[src/rtl/uart_stream_rx.sv]
// 8N1 UART receiver feeding a small FIFO that drives an 8-bit valid/ready/last byte stream.
// Optional stop-bit framing check enabled by defining UART_STREAM_RX_FRAMING_CHECK_EN.
module uart_stream_rx #(
  parameter int CLK_FREQ = 16000000,
  parameter int BAUD     = 57600,
  parameter int DEPTH    = 4
) (
  input  logic       i_clk,
  input  logic       i_rst_n,
  input  logic       i_uart_rx,
  output logic [7:0] o_tdata,
  output logic       o_tlast,
  output logic       o_tvalid,
  input  logic       i_tready,
  output logic       o_overrun,
  output logic       o_frame_err
);

  localparam int DIV = CLK_FREQ / BAUD;
  localparam int CW  = $clog2(DIV + 1);
  localparam int AW  = $clog2(DEPTH);
  localparam logic [CW-1:0] HALF_CNT = CW'(DIV / 2);
  localparam logic [CW-1:0] FULL_CNT = CW'(DIV);

  typedef enum logic [1:0] {
    IDLE,
    START,
    DATA,
    STOP
  } state_e;

  logic          rxMeta_q, rxSync_q;
  state_e        state_q, state_d;
  logic [CW-1:0] cnt_q, cnt_d;
  logic [2:0]    bitIdx_q, bitIdx_d;
  logic [7:0]    shift_q, shift_d;
  logic          expired;
  logic          stopSample;
  logic          pushReq;

  logic [8:0]    mem_q [DEPTH];
  logic [AW:0]   wPtr_q, rPtr_q;
  logic          empty, full, pop, push;
  logic          overrun_q;
  logic [8:0]    head;

  always_ff @(posedge i_clk or negedge i_rst_n) begin
    if (!i_rst_n) begin
      rxMeta_q <= 1'b1;
      rxSync_q <= 1'b1;
    end else begin
      rxMeta_q <= i_uart_rx;
      rxSync_q <= rxMeta_q;
    end
  end

  always_ff @(posedge i_clk or negedge i_rst_n) begin
    if (!i_rst_n) begin
      state_q  <= IDLE;
      cnt_q    <= '0;
      bitIdx_q <= '0;
      shift_q  <= '0;
    end else begin
      state_q  <= state_d;
      cnt_q    <= cnt_d;
      bitIdx_q <= bitIdx_d;
      shift_q  <= shift_d;
    end
  end

  // The counter counts down to 1; the sample is taken in the cycle it reads 1.
  assign expired = (cnt_q == CW'(1));

  always_comb begin
    state_d    = state_q;
    cnt_d      = cnt_q;
    bitIdx_d   = bitIdx_q;
    shift_d    = shift_q;
    stopSample = 1'b0;
    case (state_q)
      IDLE: begin
        if (!rxSync_q) begin
          cnt_d   = HALF_CNT;
          state_d = START;
        end
      end
      START: begin
        if (expired) begin
          if (rxSync_q) begin
            state_d = IDLE;
          end else begin
            cnt_d    = FULL_CNT;
            bitIdx_d = '0;
            state_d  = DATA;
          end
        end else begin
          cnt_d = cnt_q - CW'(1);
        end
      end
      DATA: begin
        if (expired) begin
          shift_d = {rxSync_q, shift_q[7:1]};
          cnt_d   = FULL_CNT;
          if (bitIdx_q == 3'd7) begin
            state_d = STOP;
          end else begin
            bitIdx_d = bitIdx_q + 3'd1;
          end
        end else begin
          cnt_d = cnt_q - CW'(1);
        end
      end
      STOP: begin
        if (expired) begin
          stopSample = 1'b1;
          state_d    = IDLE;
        end else begin
          cnt_d = cnt_q - CW'(1);
        end
      end
      default: state_d = IDLE;
    endcase
  end

`ifdef UART_STREAM_RX_FRAMING_CHECK_EN
  logic frameErr_q;

  assign pushReq = stopSample & rxSync_q;

  always_ff @(posedge i_clk or negedge i_rst_n) begin
    if (!i_rst_n) begin
      frameErr_q <= 1'b0;
    end else begin
      frameErr_q <= stopSample & ~rxSync_q;
    end
  end

  assign o_frame_err = frameErr_q;
`else
  assign pushReq     = stopSample;
  assign o_frame_err = 1'b0;
`endif

  // Pointers carry one extra wrap bit so full and empty are distinguishable.
  assign empty = (wPtr_q == rPtr_q);
  assign full  = (wPtr_q[AW] != rPtr_q[AW]) && (wPtr_q[AW-1:0] == rPtr_q[AW-1:0]);
  assign pop   = o_tvalid & i_tready;
  assign push  = pushReq & (~full | pop);

  always_ff @(posedge i_clk or negedge i_rst_n) begin
    if (!i_rst_n) begin
      wPtr_q    <= '0;
      rPtr_q    <= '0;
      overrun_q <= 1'b0;
    end else begin
      overrun_q <= pushReq & full & ~pop;
      if (push) begin
        wPtr_q <= wPtr_q + (AW + 1)'(1);
      end
      if (pop) begin
        rPtr_q <= rPtr_q + (AW + 1)'(1);
      end
    end
  end

  always_ff @(posedge i_clk) begin
    if (push) begin
      mem_q[wPtr_q[AW-1:0]] <= {(shift_q == 8'h0A), shift_q};
    end
  end

  // Masking with empty keeps the stream outputs at 0 after reset regardless of stale storage.
  assign head      = mem_q[rPtr_q[AW-1:0]];
  assign o_tvalid  = ~empty;
  assign o_tdata   = empty ? 8'h00 : head[7:0];
  assign o_tlast   = ~empty & head[8];
  assign o_overrun = overrun_q;

endmodule

[config.mk]
export PLATFORM = sky130hd
export DESIGN_NAME = uart_stream_rx
export DESIGN_NICKNAME = d
export VERILOG_FILES = /design/src/rtl/uart_stream_rx.sv
export SDC_FILE = /design/constraint.sdc
export NUM_CORES = 1
export LEC_CHECK = 0
export BUFFER_PORTS_ARGS = -buffer_cell sky130_fd_sc_hd__buf_2
export CORE_ASPECT_RATIO = 0.8
export CORE_MARGIN = 1
export CORE_UTILIZATION = 40
export CTS_BUF_LIST = sky130_fd_sc_hd__clkbuf_4
export DETAILED_ROUTE_END_ITERATION = 6
export GPL_ROUTABILITY_DRIVEN = 0
export SETUP_SLACK_MARGIN = 0.3
export SLEW_MARGIN = 0
export SYNTH_ARGS = -nofsm -noshare
export SYNTH_HDL_FRONTEND = slang
export SYNTH_SLANG_ARGS = --single-unit
[constraint.sdc]
create_clock -name i_clk -period 2.5 [get_ports i_clk]
set_clock_uncertainty 0.05 [all_clocks]
set_input_delay 0.375 -clock i_clk [delete_from_list [all_inputs] [get_ports i_clk]]
set_output_delay 0.375 -clock i_clk [all_outputs]
set_load 0.02 [all_outputs]
==> key figures, run 1 <==
Synth
  – FF+latch count, synth: 67
  – Syn Nets: 240
  – Yosys top cell area share: 0.3474
  – Synth area leaders: edfxtp_1 (35%), dfrtp_1 (23%), mux4_2 (6.5%)
  – Cells after Synth: 222
  – Synth Area in Compound Gates: 0.07559
  – Synth Cell Area: 0.003112 mm²
  – Largest family of logic cells by synthesized area: simple AND/OR/NAND/NOR gates
  – Top FF cell, synth: edfxtp_1
  – Sequential area share after synthesis: 0.5975
  – Warnings, synthesis: 0
  – Synth Area in XOR/XNOR: 0.02211
  – Mux cell area share after synthesis: 0.1009
  – Async SR Flop Fraction: 0.4627
  – Synth Area in Simple Gates: 0.1230
  – Synth cell types: 52
  – EDFF count, synth: 36
  – Syn avg cell area: 14.02 µm²
  – Leading area contributor after synthesis: edfxtp_1
  – Synth Area in Adders: 0.05629

Place
  – I/O Buffers: 14
  – Cell count after placement: 340
  – Dpl hpwl: 3712 µm

Route
  – Via count: 1831
  – Drt first pass iters: 4
  – Via density: 5.003
  – Antenna-violating nets left: 0
  – DRC violations left: 0
  – Avg WL per Cell: 15.43 µm
  – Total length of routed wires: 5646 µm
  – DR iter-0 viols: 81

Timing
  – Fmax: 436.8 MHz
  – Crit path time final: 2.289 ns
  – Final max-slew violation count: 0
  – Sum Neg Setup Slack: 0 ns
  – Slew @ Worst Pin: 0.7035 ns
  – Max_slew headroom: 0.5310
  – RSZ-0062 raised after global routing: yes
  – Count of final hold-check violations: 0
  – Setup violators final: 0
  – Fin crit share: 0.9158

Pwr
  – Sequential share of power: 0.488
  – Sw Share: 0.2853
  – Cell Int Power: 1.797 mW
  – Clk network pwr share: 0.303
  – Lkg Pwr: 1.614 nW
  – Power Density: 678.9 mW/mm²
  – P_sw: 0.7173 mW
  – Peak supply drop: 293.3 µV
  – Logic pwr share: 0.209

Finish
  – Fin cells: 366
  – Final net count: 274
  – N_diodes: 0
  – Area Growth Syn to Fin: 19.02%
  – Proportion of layout cells with a drive suffix above 1: 0.3180
  – Layout Utilization: 0.4963

Die
  – Chip width: 100.6 µm
  – Std cell rows: 28
  – Chip Height: 80.89 µm
  – Initial cell density of the core: 0.4170
  – Die ar.: 0.008138 mm²
  – Core Region: 0.007462 mm²
  – I/O pin cnt: 16

Clock network
  – CTS Buf Count: 9
  – CTS Sinks: 67
  – # H-tree levels: 3
  – Clock transition at the registers of the reported paths: 0.13 ns
  – Deepest clock path buffer count: 2
  – Worst-skew pair later-pin latency: 0.42 ns
  – CTS root buf: clkbuf_4
  – CTS tree: yes

GRT
  – Initial antenna violation count: 0
  – Global-route wire length before repair: 9087 µm
  – Overflow after GRT: 0
  – Largest net degree at the start of global routing: 32
  – GRT Total Usage: 0.1544
  – Vias in the first global route: 1739

Critical path
  – CP required: 2.08 ns
  – Setup Crit Path Kind: flop to primary output
  – Peak fanout along the critical path: 5
  – Worst Path Arrival: 1.86 ns
  – Slowest-stage cell, CP: mux4_2
  – Crit. End Element: primary output
  – Top delay family on crit path: multiplexers
  – Slowest cell delay on critical path: 0.48 ns
  – Startpoint Class: flop
  – Worst Path Buf+Inv: 3
  – CP Cell Sequence: buf_12 -> buf_16 -> mux4_2 -> and2_4 -> buf_6

Status
  – Status: complete, no violations

Run
  – Max-cap viol count: 0

Hold path
  – Worst Hold Class: input pin to flop
==> power groups by stage <==
stage	registers, mW	clock network [mW]	logic (mW)
CTS	1.22	0.792	0.409
global route	1.23	0.830	0.568
finish	1.23	0.762	0.526
floorplan	1.23	0	0.228
global placement	1.23	0	0.302
detailed placement	1.23	0	0.307
==> synth_stat cells (2+ instances only) <==
cell	number
xnor2_1	4
nor2_1	7
and2_1	12
a22oi_1	2
o22a_1	3
dfstp_2	2
ha_1	14
nor3_1	3
nand2_1	14
mux2_1	8
or3_1	2
o22ai_1	2
a21o_1	2
xor2_1	2
nor2b_1	2
inv_1	10
o21ai_1	4
and2_4	2
dfrtp_1	29
mux4_2	9
nor3b_1	2
edfxtp_1	36
a211o_1	2
nand3_2	2
nor4_1	4
clkbuf_1	3
o21ai_0	3
a211oi_1	2
a21oi_1	12
==> metal layers <==
metal	up-vias	track usage	share of wire
met2	32	0.2103	0.44
met4	0	0.04348	0.011
met1	903	0.2252	0.50
met3	7	0.06196	0.043
li1	889	-	-
met5	-	0	0
==> worst min-delay path, stage by stage <==
cell,delay [ns]
buf_2,0.12
nand3_1,0.09
xnor2_1,0.07
==> final cells by class <==
type,count,area (µm²)
flip-flops and latches,67,1861
clock inverters,7,83.83
well taps,105,131.4
repair buffers,28,280.3
inverters,10,37.54
fillers,654,3759
multi-input cells,140,1242
clock buffers,9,67.56
==> placed cells by master, fill, tap and decap left out, drive strengths merged, types with 5 or more instances in the layout <==
cell     n
nand2   17
clkbuf   9
edfxtp  36
buf     26
ha      14
dfrtp   29
mux2     9
o21ai    7
inv     14
a21oi   13
nor4     5
and2    14
nor2     8
mux4     9
==> cells by family after synthesis <==
family | count (synthesis)
AOI/OAI and AO/OA | 37
xor gates and xnor gates | 7
adders and majority gates | 14
buffers and inverters | 16
DFF | 67
muxes | 19
other | 1
and+or+nand+nor | 61
==> stage by stage <==
step | power (mW) | hold slack [ns] | area, µm² | worst slack, ns
5_1_grt | 2.629 | 0.1874 | 3704 | 0.1203
2_1_floorplan | 1.458 | 0.02941 | 3112 | 0.5436
3_5_place_dp | 1.540 | 0.2979 | 3316 | 0.3614
3_3_place_gp | 1.536 | 0.2967 | 3316 | 0.4352
4_1_cts | 2.424 | 0.1716 | 3592 | 0.1964
6_report | 2.514 | 0.2040 | 3704 | 0.2106
==> path summary, 6_finish.rpt <==
kind | start | slack [ns] | cells past startpoint | endpoint
setup reg to reg | cnt_q[1] | 0.44 | 8 | cnt_q[6]
min in group asynchronous | i_rst_n | 0.47 | 2 | state_q[0]
setup / recovery | rPtr_q[0] | 0.21 | 5 | o_tlast
max in group asynchronous | i_rst_n | 1.42 | 2 | rPtr_q[0]
hold / removal | i_tready | 0.20 | 3 | rPtr_q[2]
hold reg to reg | rxMeta_q | 0.32 | 0 | rxSync_q
==> sequential cells by signal, summed over array words and instances, names as in the netlist, named ones only <==
register	count
rPtr_q	3
bitIdx_q	3
mem_q	36
rxSync_q	1
wPtr_q	3
state_q	1
shift_q	8
rxMeta_q	1
cnt_q	9
o_overrun	1
==> timing repair <==
| item | in CTS | in global routing |
|---|---|---|
| setup endpoints to repair | 9 | 37 |
| endpoints found under the hold margin | 30 | 0 |
| pin swaps | 1 | 9 |
| setup buffers | 3 | 3 |
| resized for setup | 20 | 22 |
| gates cloned | 1 | 1 |
| hold buffers | 2 | 0 |
Note: power is estimated with default switching activity, not from simulation.
==> run 2: changes to the inputs <==
--- a/config.mk
+++ b/config.mk
@@ -5,10 +5,10 @@
 export SDC_FILE = /design/constraint.sdc
 export NUM_CORES = 1
 export LEC_CHECK = 0
-export BUFFER_PORTS_ARGS = -buffer_cell sky130_fd_sc_hd__buf_2
+export BUFFER_PORTS_ARGS = -buffer_cell sky130_fd_sc_hd__buf_4
 export CORE_ASPECT_RATIO = 0.8
 export CORE_MARGIN = 1
-export CORE_UTILIZATION = 40
+export CORE_UTILIZATION = 25
 export CTS_BUF_LIST = sky130_fd_sc_hd__clkbuf_4
 export DETAILED_ROUTE_END_ITERATION = 6
 export GPL_ROUTABILITY_DRIVEN = 0
==> constraint.sdc (replaced) <==
create_clock -name i_clk -period 2.95 [get_ports i_clk]
set_clock_uncertainty 0.05 [all_clocks]
set_input_delay 0.4425 -clock i_clk [delete_from_list [all_inputs] [get_ports i_clk]]
set_output_delay 0.4425 -clock i_clk [all_outputs]
set_load 0.02 [all_outputs]
==> run 2 against run 1 <==
Compared with the run above: core utilization decreased by 20 points; total power decreased by 23%; design area decreased by 4.2%; critical path type unchanged; count of clock-buffer cells in the layout unchanged; hold slack got worse by 0.12 ns; register-to-register slack improved by 0.25 ns; routed wire length decreased by 4.1%.
==> key figures, run 2 (synthesis gave the netlist of run 1 again) <==
Timing
  – Count of final hold-check violations: 0 (unchanged)
  – Final max-slew violation count: 0 (unchanged)
  – Max_slew headroom: 0.5273 (-0.003735)
  – Sum Neg Setup Slack: 0 ns (unchanged)
  – Final worst slack: 0.4889 ns (+0.2783 ns)
  – RSZ-0062 raised after global routing: no
  – Fmax: 406.3 MHz
  – Fin crit share: 0.8343
  – Crit path time final: 2.461 ns
  – Setup violators final: 0 (unchanged)
  – Slew @ Worst Pin: 0.7076 ns (+0.004072 ns)

Route
  – Via density: 4.419 (-12%)
  – DRC violations left: 0 (unchanged)
  – Antenna-violating nets left: 0 (unchanged)
  – DR iter-0 viols: 86 (+6.2%)
  – Via count: 1772 (-3.2%)
  – Drt first pass iters: 4 (unchanged)
  – Total length of routed wires: 5414 µm (-4.1%)
  – Avg WL per Cell: 13.50 µm (-12%)

Finish
  – N_diodes: 0 (unchanged)
  – Fin cells: 401 (+9.6%)
  – Proportion of layout cells with a drive suffix above 1: 0.2249 (-0.09311)
  – Final net count: 262 (-4.4%)
  – Most frequent cells in the layout: edfxtp_1 (36), dfrtp_1 (28), buf_4 (16)
  – Commonest non-fill, non-tap cell in the layout: edfxtp_1
  – Area Growth Syn to Fin: 14.07%
  – Number of flip-flops in the largest register: 36 (unchanged)

Place
  – Cell count after placement: 384 (+13%)
  – Dpl hpwl: 3889 µm (+4.8%)
  – I/O Buffers: 14 (unchanged)
  – Worst slack at placement: 0.7017 ns (+0.3404 ns)

Critical path
  – Crit. End Element: primary output
  – Worst Path Arrival: 1.97 ns (+0.11 ns)
  – CP required: 2.46 ns (+0.38 ns)
  – Peak fanout along the critical path: 8 (+3)
  – Startpoint Class: flop
  – Setup Crit Path Kind: flop to primary output

Die
  – Chip Height: 101.8 µm (+26%)
  – Chip width: 126.7 µm (+26%)
  – Std cell rows: 36 (+29%)
  – Initial cell density of the core: 0.2559 (-0.1611)
  – Die ar.: 0.01290 mm² (+59%)
  – I/O pin cnt: 16 (unchanged)
  – Core Region: 0.01216 mm² (+63%)

GRT
  – Vias in the first global route: 1735 (-0.23%)
  – Largest net degree at the start of global routing: 32 (unchanged)
  – Overflow after GRT: 0 (unchanged)
  – Met3 GRT Util: 0.02905 (-0.03291)
  – GRT Total Usage: 0.09295 (-0.06144)
  – Met2 Usage GRT: 0.1356 (-0.07470)
  – Met1 Usage GRT: 0.1301 (-0.09508)
  – Initial antenna violation count: 0 (unchanged)
  – GRT busiest layer: met2
  – Global-route wire length before repair: 9011 µm (-0.84%)

Hold path
  – Worst Hold Class: input pin to flop

Pwr
  – Power Density: 543.2 mW/mm² (-20%)
  – Peak supply drop: 148.5 µV (-49%)
  – Lkg Pwr: 1.512 nW (-6.3%)
  – Overall Power: 1.928 mW (-23%)

Clock network
  – CTS Sinks: 67 (unchanged)
  – Clock transition at the registers of the reported paths: 0.13 ns (about the same)
  – CTS root buf: clkbuf_4
  – Postcts setup bufs: 0 (-3)
  – # H-tree levels: 3 (unchanged)
  – Worst-skew pair later-pin latency: 0.41 ns (about the same)
  – CTS Buf Count: 9 (unchanged)
  – CTS tree: yes
  – Deepest clock path buffer count: 2 (unchanged)

Status
  – Status: complete, no violations

Run
  – Max-cap viol count: 0 (unchanged)
==> run 2: final cells by class <==
cell class / instances / area, µm²
Inverter: 10 / 37.54
Multi-Input combinational cell: 139 / 1180
Timing Repair Buffer: 17 / 130.1
Clock buffer: 9 / 67.56
Sequential cell: 67 / 1861
Clock inverter: 7 / 83.83
Tap cell: 152 / 190.2
Fill cell: 1226 / 8612
==> run 2: through the flow <==
step                  util  instance area [µm²]  hold WS (ns)
floorplan                -                 3112       0.09691
global placement    0.2785                 3387        0.2985
detailed placement  0.2785                 3387        0.2999
CTS                 0.2919                 3550       0.05216
global route        0.2919                 3550       0.04732
finish              0.2919                 3550       0.08464
==> run 2: timing repair <==
action,4_1_cts,5_1_grt
hold buffers,1,0
resized for setup,1,0
hold endpoints to repair,29,0
setup endpoints to repair,5,0
==> run 2: per-layer routing <==
layer	vias up	share of wire	wire, µm
li1	866	-	-
met1	875	0.53	2890
met3	4	0.038	208
met4	0	0.0078	42
met5	-	0	0
met2	27	0.42	2273
==> run 2: power by group <==
part | switching, mW | internal, mW | total [mW]
Combinational | 0.107 | 0.117 | 0.225
Sequential | 0.0586 | 1.01 | 1.06
Clock | 0.367 | 0.272 | 0.640
==> run 2: final timing paths <==
path | startpoint | endpoint | slack [ns] | cells after the start
max in group asynchronous | i_rst_n | rxMeta_q | 2.08 | 2
worst max-delay path | rPtr_q[0] | o_tlast | 0.49 | 4
min in group asynchronous | i_rst_n | cnt_q[4] | 0.44 | 2
worst min register to register | rxMeta_q | rxSync_q | 0.32 | 0
worst max register to register | cnt_q[1] | mem_q[1][3] | 0.69 | 6
worst min-delay path | i_uart_rx | rxMeta_q | 0.08 | 1
==> run 2: worst max-delay path, cell delays in order, from the launching register on <==
cell and delay [ns]:
dfrtp_2 0.52, buf_4 0.21, mux4_2 0.50, and2_1 0.17, buf_4 0.15
==> run 3: changes to the inputs <==
==> constraint.sdc (replaced) <==
create_clock -name i_clk -period 2.3 [get_ports i_clk]
set_clock_uncertainty 0.05 [all_clocks]
set_input_delay 0.345 -clock i_clk [delete_from_list [all_inputs] [get_ports i_clk]]
set_output_delay 0.345 -clock i_clk [all_outputs]
set_load 0.02 [all_outputs]
==> run 3 against run 2 <==
Compared with the run above: combinational power is 110% higher; die area stayed put; total power is 37% higher; sequential power is 25% higher; worst setup slack worse by 0.45 ns; register-to-register slack worse by 0.27 ns; global-route usage is 0.88 points higher; non-clock buffer count is 15 higher; critical path depth stayed put; clock power is 31% higher; routed wire length is 9.8% higher; first-iteration DRC count is 31% higher.
==> key figures, run 3 (synthesis gave the netlist of run 1 again) <==
Clock network
  – CTS tree: yes
  – Clock transition at the registers of the reported paths: 0.14 ns (about the same)
  – Deepest clock path buffer count: 2 (unchanged)
  – # H-tree levels: 3 (unchanged)
  – Worst-skew pair later-pin latency: 0.44 ns (+0.03 ns)
  – CTS Sinks: 67 (unchanged)
  – CTS Buf Count: 9 (unchanged)
  – CTS root buf: clkbuf_4

Route
  – Total length of routed wires: 5942 µm (+9.8%)
  – Via count: 1894 (+6.9%)
  – DR iter-0 viols: 113 (+31%)
  – DRC violations left: 0 (unchanged)
  – Antenna-violating nets left: 0 (unchanged)
  – Via density: 4.531 (+2.5%)
  – Avg WL per Cell: 14.22 µm (+5.3%)
  – Drt first pass iters: 4 (unchanged)

Finish
  – Commonest non-fill, non-tap cell in the layout: edfxtp_1
  – Area Growth Syn to Fin: 22.32%
  – Fillers: 1196 (-2.4%)
  – Most frequent cells in the layout: edfxtp_1 (36), dfrtp_1 (27), buf_4 (17)
  – Multi-input logic area: 0.001249 mm² (+5.8%)
  – Proportion of layout cells with a drive suffix above 1: 0.3283 (+0.1034)
  – Reg area: 0.001862 mm² (about the same)
  – Post-layout instance area: 0.003806 mm² (+7.2%)
  – Final net count: 278 (+6.1%)
  – Number of flip-flops in the largest register: 36 (unchanged)
  – Fin cells: 418 (+4.2%)

GRT
  – Initial antenna violation count: 0 (unchanged)
  – Vias in the first global route: 1935 (+12%)
  – Overflow after GRT: 0 (unchanged)
  – Largest net degree at the start of global routing: 32 (unchanged)
  – Global-route wire length before repair: 9715 µm (+7.8%)
  – GRT Total Usage: 0.1018 (+0.008832)

Die
  – Core Region: 0.01216 mm² (unchanged)
  – I/O pin cnt: 16 (unchanged)
  – Die ar.: 0.01290 mm² (unchanged)
  – Chip width: 126.7 µm (unchanged)
  – Chip Height: 101.8 µm (unchanged)
  – Initial cell density of the core: 0.2559 (unchanged)
  – Std cell rows: 36 (unchanged)

Timing
  – Worst Hold Margin: 0.1581 ns (+0.07348 ns)
  – Fin crit share: 0.9826
  – Final max-slew violation count: 0 (unchanged)
  – Slew @ Worst Pin: 0.6274 ns (-0.08019 ns)
  – RSZ-0062 raised after global routing: yes
  – Count of final hold-check violations: 0 (unchanged)
  – Crit path time final: 2.260 ns
  – Setup violators final: 0 (unchanged)
  – Fmax: 442.5 MHz
  – Max_slew headroom: 0.5779 (+0.05062)

Pwr
  – Overall Power: 2.645 mW (+37%)
  – Peak supply drop: 235.8 µV (+59%)
  – Power Density: 694.8 mW/mm² (+28%)
  – Lkg Pwr: 1.641 nW (+8.5%)

Place
  – Cell count after placement: 389 (+1.3%)
  – Dpl hpwl: 3766 µm (-3.2%)
  – I/O Buffers: 14 (unchanged)
  – Placed Area: 0.003425 mm² (+1.1%)

Critical path
  – Crit path from: rPtr_q[0]
  – Peak fanout along the critical path: 5 (-3)
  – Worst R2R Start: cnt_q[1]
  – Setup Crit Path Kind: flop to primary output
  – Startpoint Class: flop
  – Worst Path Arrival: 1.86 ns (-0.11 ns)
  – CP required: 1.90 ns (-0.56 ns)
  – Setup slack, reg-to-reg: 0.42 ns (-0.27 ns)
  – Crit. End Element: primary output

Run
  – Max-cap viol count: 0 (unchanged)

Hold path
  – Hold Path Origin: i_tready
  – Worst Hold Class: input pin to flop

Status
  – Status: complete, no violations
==> run 3: power breakdown <==
part           switching [mW]  internal, mW  total, mW
combinational           0.225         0.249      0.474
sequential             0.0435          1.29       1.33
clock                   0.489         0.348      0.837
==> run 3: layout make-up <==
cell class                      instances  area share
Sequential cell                        67      0.4892
Multi-Input combinational cell        140      0.3281
Timing Repair Buffer                   32     0.08317
Tap cell                              152     0.04997
Clock inverter                          7     0.02137
Clock buffer                            9     0.01775
Inverter                               10    0.009862
Antenna cell                            1   0.0006575
==> run 3: repair_timing <==
action	4_1_cts	5_1_grt
cloned	1	1
setup endpoints to repair	28	52
hold buffers	2	0
setup buffers	2	6
pin swaps	2	3
hold endpoints to repair	30	0
resized for setup	28	8
==> run 3: worst max-delay path, cell delays in order (launching register included) <==
cell and delay, ns:
dfrtp_2 0.47, clkbuf_16 0.17, mux4_2 0.49, and2_4 0.17, buf_6 0.12
==> run 3: metrics by stage <==
step	worst slack, ns	TNS, ns	util
after floorplan	0.3436	0	-
after global placement	0.2660	0	0.2816
after detailed placement	0.2055	0	0.2816
after CTS	0.01499	0	0.3059
after global routing	-0.04289	-0.2089	0.3128
final	0.04005	0	0.3130
==> run 3: per-layer routing <==
layer,routed length (µm),GRT usage,vias to the layer above
li1,-,-,901
met2,2892,0.1704,20
met5,0,0,-
met3,199,0.04173,7
met1,2786,0.1205,966
met4,63,0.03205,0
==> run 3: path summary, 6_finish.rpt <==
| path | end | depth (start not counted) |
|---|---|---|
| max | o_tdata[5] | 4 |
| min | rPtr_q[2] | 3 |
| max reg2reg | cnt_q[1] | 8 |
| min reg2reg | rxSync_q | 0 |
| max in group asynchronous | rxMeta_q | 2 |
| min in group asynchronous | cnt_q[4] | 2 |
